--- src/rtl/jpeg_byte_unpacker_if.sv ---
// Word-in / byte-out stream bundle between the JPEG bitstream source and the byte sink.
// The unpacker uses the slave view; the producer/consumer side uses master.
interface jpeg_byte_unpacker_if;
    logic [31:0] s_data;
    logic        s_valid;
    logic        s_last;
    logic [4:0]  s_count;
    logic [7:0]  m_data;
    logic        m_valid;
    logic        m_ready;
    logic        m_user;
    logic        m_last;

    modport master (
        output s_data, s_valid, s_last, s_count, m_ready,
        input  m_data, m_valid, m_user, m_last
    );

    modport slave (
        input  s_data, s_valid, s_last, s_count, m_ready,
        output m_data, m_valid, m_user, m_last
    );
endinterface

--- src/rtl/jpeg_byte_unpacker.sv ---
// Buffers 32-bit JPEG bitstream words, frames them with SOI/EOI markers and
// serialises them MSB first onto a byte-wide valid/ready stream.
module jpeg_byte_unpacker #(
    parameter int unsigned FIFO_DEPTH = 16,
    parameter int unsigned FIFO_AW    = 4
) (
    input  logic                    clk,
    input  logic                    rst,
    jpeg_byte_unpacker_if.slave     bus,
    output logic [23:0]             frame_bytes,
    output logic                    frame_done,
    output logic                    overflow
);
    localparam int unsigned WORD_W = 32;
    localparam int unsigned CNT_W  = 24;
    localparam int unsigned PTR_W  = FIFO_AW + 1;

    typedef struct packed {
        logic              last;
        logic [4:0]        count;
        logic [WORD_W-1:0] data;
    } fifo_entry_t;

    typedef enum logic [2:0] {
        ST_IDLE,
        ST_SOI0,
        ST_SOI1,
        ST_DATA,
        ST_EOI0,
        ST_EOI1
    } state_t;

    // Word FIFO: extra pointer bit distinguishes full from empty
    fifo_entry_t        r_mem [FIFO_DEPTH];
    logic [PTR_W-1:0]   r_wr_ptr;
    logic [PTR_W-1:0]   r_rd_ptr;
    logic               r_overflow;
    logic               w_empty;
    logic               w_full;
    logic               w_push;
    logic               w_pop;
    fifo_entry_t        w_head;

    assign w_empty = (r_wr_ptr == r_rd_ptr);
    assign w_full  = (r_wr_ptr[FIFO_AW-1:0] == r_rd_ptr[FIFO_AW-1:0]) &&
                     (r_wr_ptr[FIFO_AW] != r_rd_ptr[FIFO_AW]);
    assign w_head  = r_mem[r_rd_ptr[FIFO_AW-1:0]];
    assign w_push  = bus.s_valid && (!w_full || w_pop);

    always_ff @(posedge clk) begin
        if (w_push) begin
            r_mem[r_wr_ptr[FIFO_AW-1:0]] <= {bus.s_last, bus.s_count, bus.s_data};
        end
    end

    always_ff @(posedge clk) begin
        if (rst) begin
            r_wr_ptr   <= '0;
            r_rd_ptr   <= '0;
            r_overflow <= 1'b0;
        end else begin
            if (w_push) begin
                r_wr_ptr <= r_wr_ptr + PTR_W'(1);
            end
            if (w_pop) begin
                r_rd_ptr <= r_rd_ptr + PTR_W'(1);
            end
            if (bus.s_valid && w_full && !w_pop) begin
                r_overflow <= 1'b1;
            end
        end
    end

    // Head word with JPEG 1-padding below the valid bit count of a final word
    logic [WORD_W-1:0]  w_pad_mask;
    logic [WORD_W-1:0]  w_head_word;
    logic [2:0]         w_head_nb;

    assign w_pad_mask  = w_head.last ? (32'hFFFF_FFFF >> w_head.count) : '0;
    assign w_head_word = w_head.data | w_pad_mask;
    assign w_head_nb   = w_head.last ? 3'((6'(w_head.count) + 6'd7) >> 3) : 3'd4;

    state_t             r_state;
    logic [7:0]         r_m_data;
    logic               r_m_valid;
    logic               r_m_user;
    logic               r_m_last;
    logic [23:0]        r_sr;
    logic [1:0]         r_rem;
    logic               r_sr_last;
    logic [CNT_W-1:0]   r_byte_cnt;
    logic [CNT_W-1:0]   r_frame_bytes;
    logic               r_frame_done;

    state_t             w_nx_state;
    logic [7:0]         w_nx_m_data;
    logic               w_nx_m_valid;
    logic               w_nx_m_user;
    logic               w_nx_m_last;
    logic [23:0]        w_nx_sr;
    logic [1:0]         w_nx_rem;
    logic               w_nx_sr_last;
    logic [CNT_W-1:0]   w_nx_byte_cnt;
    logic [CNT_W-1:0]   w_nx_frame_bytes;
    logic               w_nx_frame_done;
    logic               w_xfer;
    logic               w_load;
    logic [CNT_W-1:0]   w_cnt_inc;

    assign w_xfer    = r_m_valid && bus.m_ready;
    assign w_load    = !r_m_valid || bus.m_ready;
    assign w_cnt_inc = (r_byte_cnt == '1) ? r_byte_cnt : r_byte_cnt + CNT_W'(1);

    always_ff @(posedge clk) begin
        if (rst) begin
            r_state       <= ST_IDLE;
            r_m_data      <= '0;
            r_m_valid     <= 1'b0;
            r_m_user      <= 1'b0;
            r_m_last      <= 1'b0;
            r_sr          <= '0;
            r_rem         <= '0;
            r_sr_last     <= 1'b0;
            r_byte_cnt    <= '0;
            r_frame_bytes <= '0;
            r_frame_done  <= 1'b0;
        end else begin
            r_state       <= w_nx_state;
            r_m_data      <= w_nx_m_data;
            r_m_valid     <= w_nx_m_valid;
            r_m_user      <= w_nx_m_user;
            r_m_last      <= w_nx_m_last;
            r_sr          <= w_nx_sr;
            r_rem         <= w_nx_rem;
            r_sr_last     <= w_nx_sr_last;
            r_byte_cnt    <= w_nx_byte_cnt;
            r_frame_bytes <= w_nx_frame_bytes;
            r_frame_done  <= w_nx_frame_done;
        end
    end

    // Output register reloads whenever it is empty or its byte is being taken
    always_comb begin
        w_nx_state       = r_state;
        w_nx_m_data      = r_m_data;
        w_nx_m_valid     = r_m_valid;
        w_nx_m_user      = r_m_user;
        w_nx_m_last      = r_m_last;
        w_nx_sr          = r_sr;
        w_nx_rem         = r_rem;
        w_nx_sr_last     = r_sr_last;
        w_nx_byte_cnt    = w_xfer ? w_cnt_inc : r_byte_cnt;
        w_nx_frame_bytes = r_frame_bytes;
        w_nx_frame_done  = 1'b0;
        w_pop            = 1'b0;

        if (w_load) begin
            w_nx_m_valid = 1'b0;
            w_nx_m_user  = 1'b0;
            w_nx_m_last  = 1'b0;
            case (r_state)
                ST_IDLE: begin
                    if (!w_empty) begin
                        w_nx_m_data   = 8'hFF;
                        w_nx_m_valid  = 1'b1;
                        w_nx_m_user   = 1'b1;
                        w_nx_rem      = '0;
                        w_nx_sr_last  = 1'b0;
                        w_nx_byte_cnt = '0;
                        w_nx_state    = ST_SOI0;
                    end
                end
                ST_SOI0: begin
                    w_nx_m_data  = 8'hD8;
                    w_nx_m_valid = 1'b1;
                    w_nx_state   = ST_SOI1;
                end
                ST_SOI1, ST_DATA: begin
                    w_nx_state = ST_DATA;
                    if (r_rem != '0) begin
                        w_nx_m_data  = r_sr[23:16];
                        w_nx_m_valid = 1'b1;
                        w_nx_sr      = {r_sr[15:0], 8'h00};
                        w_nx_rem     = r_rem - 2'd1;
                    end else if (r_sr_last) begin
                        w_nx_m_data  = 8'hFF;
                        w_nx_m_valid = 1'b1;
                        w_nx_sr_last = 1'b0;
                        w_nx_state   = ST_EOI0;
                    end else if (!w_empty) begin
                        w_pop = 1'b1;
                        if (w_head_nb == 3'd0) begin
                            w_nx_m_data  = 8'hFF;
                            w_nx_m_valid = 1'b1;
                            w_nx_sr_last = 1'b0;
                            w_nx_state   = ST_EOI0;
                        end else begin
                            w_nx_m_data  = w_head_word[31:24];
                            w_nx_m_valid = 1'b1;
                            w_nx_sr      = w_head_word[23:0];
                            w_nx_rem     = 2'(w_head_nb - 3'd1);
                            w_nx_sr_last = w_head.last;
                        end
                    end
                end
                ST_EOI0: begin
                    w_nx_m_data  = 8'hD9;
                    w_nx_m_valid = 1'b1;
                    w_nx_m_last  = 1'b1;
                    w_nx_state   = ST_EOI1;
                end
                ST_EOI1: begin
                    w_nx_frame_done  = 1'b1;
                    w_nx_frame_bytes = w_nx_byte_cnt;
                    w_nx_state       = ST_IDLE;
                end
                default: begin
                    w_nx_state = ST_IDLE;
                end
            endcase
        end
    end

    assign bus.m_data  = r_m_data;
    assign bus.m_valid = r_m_valid;
    assign bus.m_user  = r_m_user;
    assign bus.m_last  = r_m_last;
    assign frame_bytes = r_frame_bytes;
    assign frame_done  = r_frame_done;
    assign overflow    = r_overflow;
endmodule

--- src/flat_wrapper.sv ---
// flat-port wrapper written by rule: the top's interface ports become plain ports
module jpeg_byte_unpacker_flat 
#(
    parameter int unsigned FIFO_DEPTH = 16,
    parameter int unsigned FIFO_AW    = 4
)
  (clk, rst, frame_bytes, frame_done, overflow, bus_s_data, bus_s_valid, bus_s_last, bus_s_count, bus_m_ready, bus_m_data, bus_m_valid, bus_m_user, bus_m_last);
  jpeg_byte_unpacker_if bus_i ();
  input  logic clk;
  input  logic rst;
  output logic [23:0] frame_bytes;
  output logic frame_done;
  output logic overflow;
  input wire logic [$bits(bus_i.s_data)-1:0] bus_s_data;
  input wire logic [$bits(bus_i.s_valid)-1:0] bus_s_valid;
  input wire logic [$bits(bus_i.s_last)-1:0] bus_s_last;
  input wire logic [$bits(bus_i.s_count)-1:0] bus_s_count;
  input wire logic [$bits(bus_i.m_ready)-1:0] bus_m_ready;
  output wire logic [$bits(bus_i.m_data)-1:0] bus_m_data;
  output wire logic [$bits(bus_i.m_valid)-1:0] bus_m_valid;
  output wire logic [$bits(bus_i.m_user)-1:0] bus_m_user;
  output wire logic [$bits(bus_i.m_last)-1:0] bus_m_last;
  assign bus_i.s_data = bus_s_data;
  assign bus_i.s_valid = bus_s_valid;
  assign bus_i.s_last = bus_s_last;
  assign bus_i.s_count = bus_s_count;
  assign bus_i.m_ready = bus_m_ready;
  assign bus_m_data = bus_i.m_data;
  assign bus_m_valid = bus_i.m_valid;
  assign bus_m_user = bus_i.m_user;
  assign bus_m_last = bus_i.m_last;
  jpeg_byte_unpacker #(.FIFO_DEPTH(FIFO_DEPTH), .FIFO_AW(FIFO_AW)) u_core (.clk(clk), .rst(rst), .bus(bus_i), .frame_bytes(frame_bytes), .frame_done(frame_done), .overflow(overflow));
endmodule
--- config.mk ---
export PLATFORM = sky130hd
export DESIGN_NAME = jpeg_byte_unpacker_flat
export DESIGN_NICKNAME = d
export VERILOG_FILES = /design/src/rtl/jpeg_byte_unpacker_if.sv /design/src/rtl/jpeg_byte_unpacker.sv /design/src/flat_wrapper.sv
export SDC_FILE = /design/constraint.sdc
export NUM_CORES = 1
export LEC_CHECK = 0
export BUFFER_PORTS_ARGS = -buffer_cell sky130_fd_sc_hd__buf_2
export CAP_MARGIN = 30
export CELL_PAD_IN_SITES_DETAIL_PLACEMENT = 1
export CELL_PAD_IN_SITES_GLOBAL_PLACEMENT = 1
export CORE_UTILIZATION = 49
export DETAILED_ROUTE_END_ITERATION = 12
export GPL_TIMING_DRIVEN = 0
export PLACE_DENSITY = 0.83
export SLEW_MARGIN = 20
export SYNTH_ARGS = -nofsm -noshare
export SYNTH_HDL_FRONTEND = slang
export SYNTH_SLANG_ARGS = --single-unit
--- constraint.sdc ---
create_clock -name clk -period 4.7 [get_ports clk]
set_clock_uncertainty 0.2 [all_clocks]
set_input_delay 0.47 -clock clk [delete_from_list [all_inputs] [get_ports clk]]
set_output_delay 0.47 -clock clk [all_outputs]
set_load 0.02 [all_outputs]
# Word-level counts from Yosys, hierarchy flattened
# Memory sizes are Yosys's and may differ from the RTL's. A register that Yosys moved wholly into a read port is not among the register bits.
# Index checks and enable logic that the tools add are counted.
word_totals:
  regBits: 101
  mem_bits_rw: 608
  input_bits: 42
  out_inout_bits: 37
  wordCells: 116
  n_memories: 1
op_classes:
  add_sub_neg: 6
  n_eq_ne: 18
  n_shift: 1
  n_mux: 50
  bitwise: 2
  reduce_logical: 24
memory_table:
  columns: ["memory", "words", "word_bits", "read_ports", "rd_ports_with_merged_regs", "wr", "line", "source"]
  rows:
  - ["u_core.r_mem", 16, 38, 1, 1, 1, "jpeg_byte_unpacker.sv:34", "fifo_entry_t r_mem [FIFO_DEPTH];"]
op_table:
  columns: ["operator", "count"]
  rows:
  - ["$mux W24", 9]
  - ["$mux W8", 5]
  - ["$mux W32", 1]
  - ["$or A32 B32 Y32", 1]
  - ["$pmux W8 S4", 1]
  - ["$shr A32 B5 Y32 const A", 1]
  - ["$add A24 B1 Y24 const B", 1]
  - ["$eq A24 B24 Y1 const B", 1]
  - ["$mux W3", 6]
  - ["$mux W1", 17]
  - ["$pmux W3 S4", 1]
  - ["$add A5 B1 Y5 const B", 2]
  - ["$mux W2", 5]
  - ["$mux W4", 2]
  - ["$ne A2 B2 Y1 const B", 4]
  - ["$reduce_and A4 Y1", 2]
  - ["$add A5 B3 Y6 const B", 1]
  - ["$eq A3 B2 Y1 const B", 2]
  - ["$eq A3 B3 Y1 const B", 2]
  - ["$logic_not A3 Y1", 2]
  - ["$ne A3 B3 Y1 const B", 2]
  - ["$reduce_and A6 Y1", 1]
  - ["$reduce_or A2 Y1", 3]
  - ["$eq A5 B5 Y1", 1]
  - ["other kinds (18)", 28]

# Longest topological paths before layout
logic_depth:
  word_depth: 10
  ltp_mapped: 13
  ltp_nobuf: 7

# Worst setup path before layout
# No wires, ideal clock.
synth_path:
  kind: "reg-to-reg"
  start: "reg u_core.r_rem[1]"
  end: "mem u_core.r_mem[3][0] in the netlist's numbering (enable)"
  setup_ns: 0.480
  arrival_time_ns: 4.352
  required_ns: 4.020
  slack_ns: -0.333
  stages_incl_launch_ff: 8
  path_buffers: 1
  synth_period_minus_slack_ns: 5.033
  path_cell_list: "dfxtp_1 or4b_1 nor3_1 nor3b_1 nor2b_1 clkbuf_1 nand2_1 nor3_1"
synth_between:
  elab_chain_cells: 8
synth_lines:
  columns: ["item", "line", "source"]
  rows:
  - ["from (decl)", "jpeg_byte_unpacker.sv:89", "logic [1:0] r_rem;"]
  - ["from (signal assigned)", "jpeg_byte_unpacker.sv:134", "r_rem <= w_nx_rem;"]
  - ["$reduce_bool A2 Y1", "jpeg_byte_unpacker.sv:180", "if (r_rem != '0) begin"]
  - ["$mux W1", "jpeg_byte_unpacker.sv:180", null]
  - ["$mux W1", "jpeg_byte_unpacker.sv:161", "case (r_state)"]
  - ["$mux W1", "jpeg_byte_unpacker.sv:157", "if (w_load) begin"]
  - ["$logic_or A1 B1 Y1", "jpeg_byte_unpacker.sv:48", "assign w_push = bus.s_valid && (!w_full || w_pop);"]
  - ["$logic_and A1 B1 Y1", "jpeg_byte_unpacker.sv:48", null]
  - ["$mux W1", "jpeg_byte_unpacker.sv:51", "if (w_push) begin"]
  - ["$mux W1 (not written as such)", "jpeg_byte_unpacker.sv:52", "r_mem[r_wr_ptr[FIFO_AW-1:0]] <= {bus.s_last, bus.s_count, bus.s_data};"]
  - ["to (decl)", "jpeg_byte_unpacker.sv:34", null]
# No other way between the ends.

==> results.json <==
{
  "r2r_slack_ps": 650,
  "dr_total_vias": 15800,
  "crit_path_cell_trace": "buf_2 -> buf_2 -> buf_2 -> clkbuf_1 -> clkbuf_1 -> mux4_2 -> nor2_1 -> o311ai_0 -> o2111ai_1 -> o21ai_1",
  "worstPathRequired_ps": 5000,
  "cp_slowest_cell": "clkbuf_1",
  "hp-start": "bus_s_data[13]",
  "cts_resized": 0,
  "antenna_found_initial": 3,
  "final_common_cell": "edfxtp_1",
  "routedWlPerCell_um": 30.8,
  "pin_count": 79,
  "antenna_cells": 0,
  "num_rows": 87,
  "final_core_utilization_pct": 58.2,
  "nNetsFinal": 1735,
  "synth_edf_count": 608,
  "yosysWarnings": 0,
  "die_y_um": 241,
  "regArea_um2": 20400,
  "fmaxAchievable_mhz": 247,
  "grt_overflow": 0,
  "status": "completed",
  "ys_async_sr_fraction_pct": 0,
  "finalHoldViolCount": 0,
  "drt_iter0_markers": 1508,
  "gp_congestion": 0.923,
  "worst_r2r_endpoint": "u_core.r_sr[22]",
  "cts_buffers": 73,
  "powerDensity_nw_per_um2": 441,
  "syn_nets": 1526,
  "hold_path_depth": 1,
  "nFillCells": 4956,
  "clockRootBuffer": "clkbuf_16",
  "critPathMostFrequentCell": "buf_2",
  "clockBufferDepth": 3,
  "crit_fanout": 10,
  "ys_ff_latch": 713,
  "cts.clk_slew.worst_paths_ps": 60,
  "final_layout_size_suffix_gt1_share_pct": 27.5,
  "finalWorstSetupSlack_ps": 648,
  "yosysUniqueCellTypes": 74,
  "period_share_pct": 86.2,
  "hold_class": "in2reg",
  "cpLargestDelayFamily": "buffers and inverters",
  "ant_nets": 0,
  "rsz0062_at_grt": "false",
  "startpoint_type": "flop",
  "grt_use_total_pct": 27.4,
  "die_w_um": 241,
  "grt_max_degree": 19,
  "worst_pin_slew_ps": 981,
  "cts_sinks": 713,
  "tritoncts": "done",
  "area_growth_pct": 17.3,
  "pre_cts_ws_ps": 610,
  "maxCapViolCount": 0,
  "synth_area_um2": 28000,
  "slew_headroom_pct": 34.6,
  "core_area_um2": 56500,
  "cts_max_level": 3,
  "cts-hold-fix-buffers": 16,
  "synth-seq-area-share_pct": 72.7,
  "clk_latency_ps": 630,
  "r2r_cells": 10,
  "grt_pass1_vias": 16500,
  "firstDrtPassIters": 5,
  "synthesis.area_per_instance_um2": 19.0,
  "p_leak_nw": 10.4,
  "critPathBufInv": 5,
  "grt_pass1_wl_um": 112000,
  "drc_errors": 0,
  "setup_viol": 0,
  "io_buffers": 78,
  "multi_input_area_um2": 7290,
  "cts_setup_buffers": 0,
  "endpoint_kind": "flop",
  "arrival_ps": 4350,
  "slowest_delay_ps": 770,
  "synth-main-ff-cell": "edfxtp_1",
  "slew_viol_final": 0,
  "vias_per_cell": 6.33,
  "worst-setup-path-type": "reg2reg",
  "die_area_um2": 58100,
  "final_cell_mix": "edfxtp_1 (608), mux4_2 (185), dfxtp_1 (105), buf_2 (98), nor2_1 (87)",
  "hold_end": "u_core.r_mem[1][13]",
  "synthCells": 1478,
  "routed_wl_um": 77000,
  "min_period_ps": 4050,
  "initial_core_util_pct": 49.6,
  "dp_hpwl_um": 51000,
  "ir_drop_mv": 0.372,
  "whs_ps": 24.4
}
## cell usage after synthesis (all sizes together), types with 11 or more instances
| cell | count | area share, % |
|---|---|---|
| nor2b | 15 | 0.36 |
| clkbuf | 47 | 0.63 |
| nand3 | 17 | 0.30 |
| buf | 41 | 1.0 |
| dfxtp | 105 | 7.5 |
| nand4 | 21 | 0.47 |
| edfxtp | 608 | 65 |
| nor3 | 18 | 0.36 |
| and3 | 11 | 0.25 |
| xnor2 | 17 | 0.53 |
| a211oi | 17 | 0.50 |
| nor2 | 100 | 1.4 |
| xor2 | 20 | 0.63 |
| o21ai | 40 | 0.77 |
| mux4 | 185 | 15 |
| nand2 | 40 | 0.57 |
| a21oi | 36 | 0.66 |
## worst max path at each step
stage                          startpoint                    to  slack [ps]  cells after the start
final                                flop       u_core.r_sr[22]         650                     10
after global routing      u_core.r_rem[1]   u_core.r_mem[0][27]         470                      9
after CTS                            flop       u_core.r_sr[22]         650                     10
after detailed placement             flop       u_core.r_sr[22]         610                     10
after global placement    u_core.r_rem[1]  u_core.r_mem[11][21]       -2020                      7
after floorplan           u_core.r_rem[1]   u_core.r_mem[15][0]         680                      7
## sequential cells by signal (all words and copies together) (netlist names), 2 cells and up, named ones only
signal              flops
u_core.bus.m_data       8
u_core.r_byte_cnt      24
u_core.frame_bytes     24
u_core.r_wr_ptr         5
u_core.r_state          3
u_core.r_sr            24
u_core.r_rd_ptr         5
u_core.r_rem            2
u_core.r_mem          608
## power breakdown
group          internal (mW)  switching, mW  leakage, nW
Clock                   3.18           2.50         1.13
Combinational          0.656           1.05         2.96
Sequential              7.01         0.0825         6.34
Total                   10.8           3.63         10.4
## per-layer routing
metal	routed length (um)	share of wire, %	GRT usage (%)	up-vias
li1	-	-	-	6473
met1	29700	39	34.9	8381
met2	38800	50	45.8	759
met3	5000	6.5	5.10	202
met4	3500	4.5	12.3	6
met5	38	0.049	0	-
## per-stage QoR
stage                     setup TNS, ps  cells  instance area, um^2  total power [mW]
final                                 0   2498                32900              14.5
after floorplan                       0   1478                28000              8.27
after global routing                  0   2498                32900              14.9
after CTS                             0   2498                32900              14.5
after detailed placement              0   2352                30400              8.87
after global placement         -1090450   2312                29400              8.76
## cells by family after synthesis
logic type | share of synthesized area (%)
DFF | 72.7
and+or+nand+nor | 4.67
muxes | 15.2
AOI/OAI and AO/OA | 4.25
buffers and inverters | 1.79
xor gates and xnor gates | 1.16
adders and majority gates | 0.304
## area by class of cell
class | instances | share of cell area, %
clock buffer | 87 | 5.84
sequential | 713 | 62.0
inverter | 11 | 0.126
buffer | 88 | 1.40
timing repair buffer | 134 | 4.38
clock inverter | 43 | 1.22
multi-input combinational | 666 | 22.2
tap | 756 | 2.88
Power figures use the tool's default switching activity.
